## src/rtl/tky_unload_32b.sv

```systemverilog
// 128-bit tweakey/state/tag unloader: captures a full word in one cycle and
// streams it out as 32-bit words on a valid/ready bus, mirroring the pdi load chain.
module tky_unload_32b #(
  parameter bit MSW_FIRST = 1'b1
) (
  input  logic         clk,
  input  logic         rst,
  input  logic         clr,
  input  logic         ld,
  input  logic [127:0] din,
  input  logic [2:0]   nwords,
  output logic [31:0]  pdo,
  output logic         pdo_valid,
  input  logic         pdo_ready,
  output logic         busy,
  output logic         done
);

  typedef enum logic {IDLE = 1'b0, SEND = 1'b1} state_t;

  state_t         state_q, state_d;
  logic [127:0]   sr_q, sr_d;
  logic [2:0]     cnt_q, cnt_d;
  logic           done_q, done_d;
  logic           xfer, last;
  logic [2:0]     nw_clamped;

  assign nw_clamped = (nwords == 3'd0 || nwords > 3'd4) ? 3'd4 : nwords;
  assign xfer       = (state_q == SEND) && pdo_ready;
  assign last       = xfer && (cnt_q == 3'd1);

  // State register
  always_ff @(posedge clk or posedge rst) begin
    if (rst) state_q <= IDLE;
    else     state_q <= state_d;
  end

  // Next-state logic; clr overrides everything including a final transfer
  always_comb begin
    state_d = state_q;
    case (state_q)
      IDLE:    if (ld)   state_d = SEND;
      SEND:    if (last) state_d = IDLE;
      default:           state_d = IDLE;
    endcase
    if (clr) state_d = IDLE;
  end

  // Datapath next-state: shift toward the output end with zero fill
  always_comb begin
    sr_d   = sr_q;
    cnt_d  = cnt_q;
    done_d = 1'b0;
    if (state_q == IDLE && ld) begin
      sr_d  = din;
      cnt_d = nw_clamped;
    end else if (xfer) begin
      sr_d   = MSW_FIRST ? {sr_q[95:0], 32'h0} : {32'h0, sr_q[127:32]};
      cnt_d  = cnt_q - 3'd1;
      done_d = (cnt_q == 3'd1);
    end
    if (clr) begin
      sr_d   = '0;
      cnt_d  = '0;
      done_d = 1'b0;
    end
  end

  always_ff @(posedge clk or posedge rst) begin
    if (rst) begin
      sr_q   <= '0;
      cnt_q  <= '0;
      done_q <= 1'b0;
    end else begin
      sr_q   <= sr_d;
      cnt_q  <= cnt_d;
      done_q <= done_d;
    end
  end

  // Outputs depend only on registered state, so pdo_ready never reaches them
  always_comb begin
    pdo_valid = (state_q == SEND);
    busy      = (state_q == SEND);
    done      = done_q;
    pdo       = '0;
    if (state_q == SEND) pdo = MSW_FIRST ? sr_q[127:96] : sr_q[31:0];
  end

endmodule

```

## config.mk

```make
export PLATFORM = sky130hd
export DESIGN_NAME = tky_unload_32b
export DESIGN_NICKNAME = d
export VERILOG_FILES = /design/src/rtl/tky_unload_32b.sv
export SDC_FILE = /design/constraint.sdc
export NUM_CORES = 1
export LEC_CHECK = 0
export BUFFER_PORTS_ARGS = -buffer_cell sky130_fd_sc_hd__buf_2
export CELL_PAD_IN_SITES_DETAIL_PLACEMENT = 0
export CELL_PAD_IN_SITES_GLOBAL_PLACEMENT = 1
export CORE_MARGIN = 4
export CORE_UTILIZATION = 35
export CTS_CLUSTER_DIAMETER = 100
export CTS_CLUSTER_SIZE = 12
export DETAILED_ROUTE_END_ITERATION = 6
export PLACE_DENSITY = 0.69
export SKIP_CTS_REPAIR_TIMING = 1
export SLEW_MARGIN = 20
export SYNTH_ARGS = -nofsm -noshare
export SYNTH_HDL_FRONTEND = slang
export SYNTH_SLANG_ARGS = --single-unit
export TNS_END_PERCENT = 30
```

## constraint.sdc

```tcl
create_clock -name clk -period 5 [get_ports clk]
set_input_delay 0.75 -clock clk [delete_from_list [all_inputs] [get_ports clk]]
set_output_delay 0.75 -clock clk [all_outputs]
set_load 0.02 [all_outputs]
```

Word level (Yosys, flattened, before mapping)

Cells that the tools add are included.

Latch bits: 0
Bits in read-only memories: 0
Logic and storage cells: 29
Register bits after elaboration: 133
Memories: 0
Bits in writable memories: 0
Output and inout bits: 35

Magnitude comparators: 1
Mux-type cells: 15
Reductions and logical operators: 6
Add/subtract/negate cells: 1
Div/mod/pow operators: 0
Bitwise operators: 1
Multipliers: 0
Shift-type cells: 0
Equality and inequality tests: 1

Operators by type and width:

| cell                | count |
|---|---|
| $mux 128            | 3 |
| $mux 32             | 1 |
| $mux 3              | 4 |
| $mux 1              | 6 |
| $eq 3x1->1 const B  | 1 |
| $gt 3x3->1 const B  | 1 |
| $logic_and 1x1->1   | 3 |
| $logic_not 3->1     | 1 |
| $reduce_bool 3->1   | 1 |
| $sub 3x1->3 const B | 1 |
| $pmux 1 s2          | 1 |
| $logic_or 1x1->1    | 1 |
| $not 1->1           | 1 |

Depth between registers and ports, before layout

Word-level depth: 5
Mapped depth: 6
Depth with buffers taken out: 5

Worst setup path before layout

No wires, ideal clock.

Kind: reg2out
Start: register state_q, in the netlist busy
End: output port pdo[10]
Path buffers: 2
Data required time: 4250 ps
Cell stages (with the launch flop): 4
Path slack: 2992 ps
Arrival time: 1258 ps
Path through: dfrtp_1 clkbuf_1 clkbuf_1 and2_1

Longest elaborated chain between the ends: 1

Ends and longest elaborated chain:

| what                   | line | text |
|---|---|---|
| from (decl)            | 21   | `state_t state_q, state_d;` |
| from (signal assigned) | 35   | `else state_q <= state_d;` |
| $mux 32                | 87   | `if (state_q == SEND) pdo = MSW_FIRST ? sr_q[127:96] : sr_q[31:0];` |
| to (decl)              | 12   | `output logic [31:0] pdo,` |

No other way between the ends.

Worst setup path in the final report

Ends and elaborated chain as after synthesis.

==> results.ini <==
[status]
status=finished clean

[clock_network]
cts_tree=done
clk_latency_ns=0.42
htree_levels=4
clockBufferDepth=2
clk_pin_slew_worst_paths_ns=0.05
clock-sinks=133
cts-buffers-inserted=17
clockRootBuffer=clkbuf_16

[routing]
routed.top_layer=met5
wl_met1_mm=6.990
met2_length_mm=6.683
finalWirelength_mm=15.11
vias=4395
drc_errors=0
drt.antenna.violating_nets=0
drt-vias-per-instance=5.140
wl_per_cell_um=17.67
met3WireLength_mm=1.252
drt_iter0_markers=195
dr.pass1.iters=4

[synthesis]
synth_edf_count=0
synth-seq-area-share_pct=53.70
synth_cell_types=28
synthesis.nets=605
synth_top_flop_cell=dfrtp_1
syn_avg_cell_area_um2=13.30
async_reset_ff_share_pct=100.0
syn_area_um2=6197
synth_cells=466
ys_ff_latch=133
yosys_warnings=0

[cells_and_area]
mostFrequentLayoutCells=170 x buf_2, 133 x dfrtp_1, 96 x mux2i_1, 96 x o2bb2ai_1, 32 x and2_1
fin_nets=756
diodes=0
utilization_pct=44.55
multi_input_area_um2=2501
drive_gt1_share_pct=34.44
final_common_cell=buf_2
register_area_um2=3328
fill_cells=1668
syn2layout_area_growth_pct=24.33

[global_routing]
grt_usage_pct=15.24
grt_first_pass_wirelength_mm=24.14
grt_pass1_vias=4586
grt_max_degree=97
grt_antenna_before_repair=1
grt_overflow=0

[timing]
period_share_pct=50.63
hold_violations=0
drv_slew=0
setup_viol=0
hold_slack_ns=0.4769
finClkSkew_ns=0.01174
fin_setup_tns_ns=0
fin_crit_ns=2.531
worst_slew_pin_slew_ns=0.9873
fin_ws_ns=2.469
slew_headroom_pct=34.18
rsz0062_at_grt=false
max_freq_mhz=395.1

[power]
power.total_mw=2.904
power_density_nw_per_um2=376.9
ir_worst_vdd_uv=231.7
leakagePower_nw=3.725

[worst_setup_path]
worst-path-max-fanout=26
crit_path_cell_trace=buf_4, and2_1, buf_2
crit_arrival_ns=1.78
end_kind=primary output
critPathKind=flop to primary output
crit_slowest_cell=dfrtp_1
max_stage_delay_ns=0.63
crit_required_ns=4.25
crit_path_start_kind=flop

[placed_design]
io_buffer_count=170
dp.final_hpwl_mm=9.924
dp_slack_ns=2.525
gp_congestion=0.7643

[flow_run]
maxCapViolCount=0

[die]
fp-row-count=48
start_util_pct=35.83
num_io_pins=171
die_width_um=141.1
coreArea_um2=17300
fp.dieArea_um2=19900
die-height_um=141.1

[hold_path]
hp-class=flop to flop

[metrics by stage]
stage / instance area (µm²) / instances
after CTS: 7705 / 855
after global placement: 7038 / 823
after global routing: 7705 / 855
after floorplan: 6197 / 466
after detailed placement: 7038 / 823
final: 7705 / 855
[critical path: cells and delay by family, from the launching register on]
kind                   cells  cell delay (ns)
DFF                        1             0.63
and+or+nand+nor            1             0.19
buffers and inverters      2             0.55
[report_power, final]
part | total (mW) | leakage [nW] | switching (mW) | internal [mW]
combinational | 0.337 | 1.60 | 0.191 | 0.147
clock | 1.38 | 0.318 | 0.459 | 0.924
sequential | 1.18 | 1.81 | 0.0400 | 1.14
[final timing paths]
path / slack [ns] / start / cells past startpoint / endpoint
max reg2reg: 2.58 / busy$_DFF_PP0_ / 5 / sr_q[43]$_DFFE_PP0P_
min in group asynchronous: 0.50 / rst / 2 / sr_q[115]$_DFFE_PP0P_
max: 2.47 / busy$_DFF_PP0_ / 3 / pdo[10]
min: 0.48 / sr_q[102]$_DFFE_PP0P_ / 1 / sr_q[102]$_DFFE_PP0P_
max in group asynchronous: 3.40 / rst / 3 / sr_q[46]$_DFFE_PP0P_
min reg2reg: 0.48 / sr_q[102]$_DFFE_PP0P_ / 1 / sr_q[102]$_DFFE_PP0P_
[routing by layer]
metal,track usage [%],vias up
li1,-,2059
met4,4.029,2
met5,0,-
met1,21.80,2157
met3,5.529,15
met2,21.90,162
[layout make-up]
class,instances,area share [%]
Tap cell,225,3.654
Inverter,5,0.3085
Multi-Input combinational cell,283,32.46
Clock inverter,12,2.598
Timing Repair Buffer,177,11.72
Sequential cell,133,43.20
Clock buffer,20,6.057
[flip-flops by register name, indices dropped and copies added (netlist names)]
register  cells
busy          1
cnt_q         3
done          1
sr_q        128
[cells by family after synthesis]
family	synth area share [%]
AOI/OAI and AO/OA	18.96
DFF	53.70
muxes	15.51
buffers and inverters	6.279
and+or+nand+nor	4.664
adders and majority gates	0.6058
xor gates and xnor gates	0.2827
[Yosys cell counts, types with 5 or more instances]
library cell  count  area, µm²
a21oi_1           6      30.03
a22o_1           31      271.5
buf_2            17      85.08
dfrtp_1         133       3328
buf_8             9      135.1
buf_6            10      112.6
mux2i_1          96      960.9
o2bb2ai_1        96      840.8
clkbuf_1          8      30.03
inv_1             5      18.77
and2_1           32      200.2
Note: power is estimated with default switching activity, not from simulation.
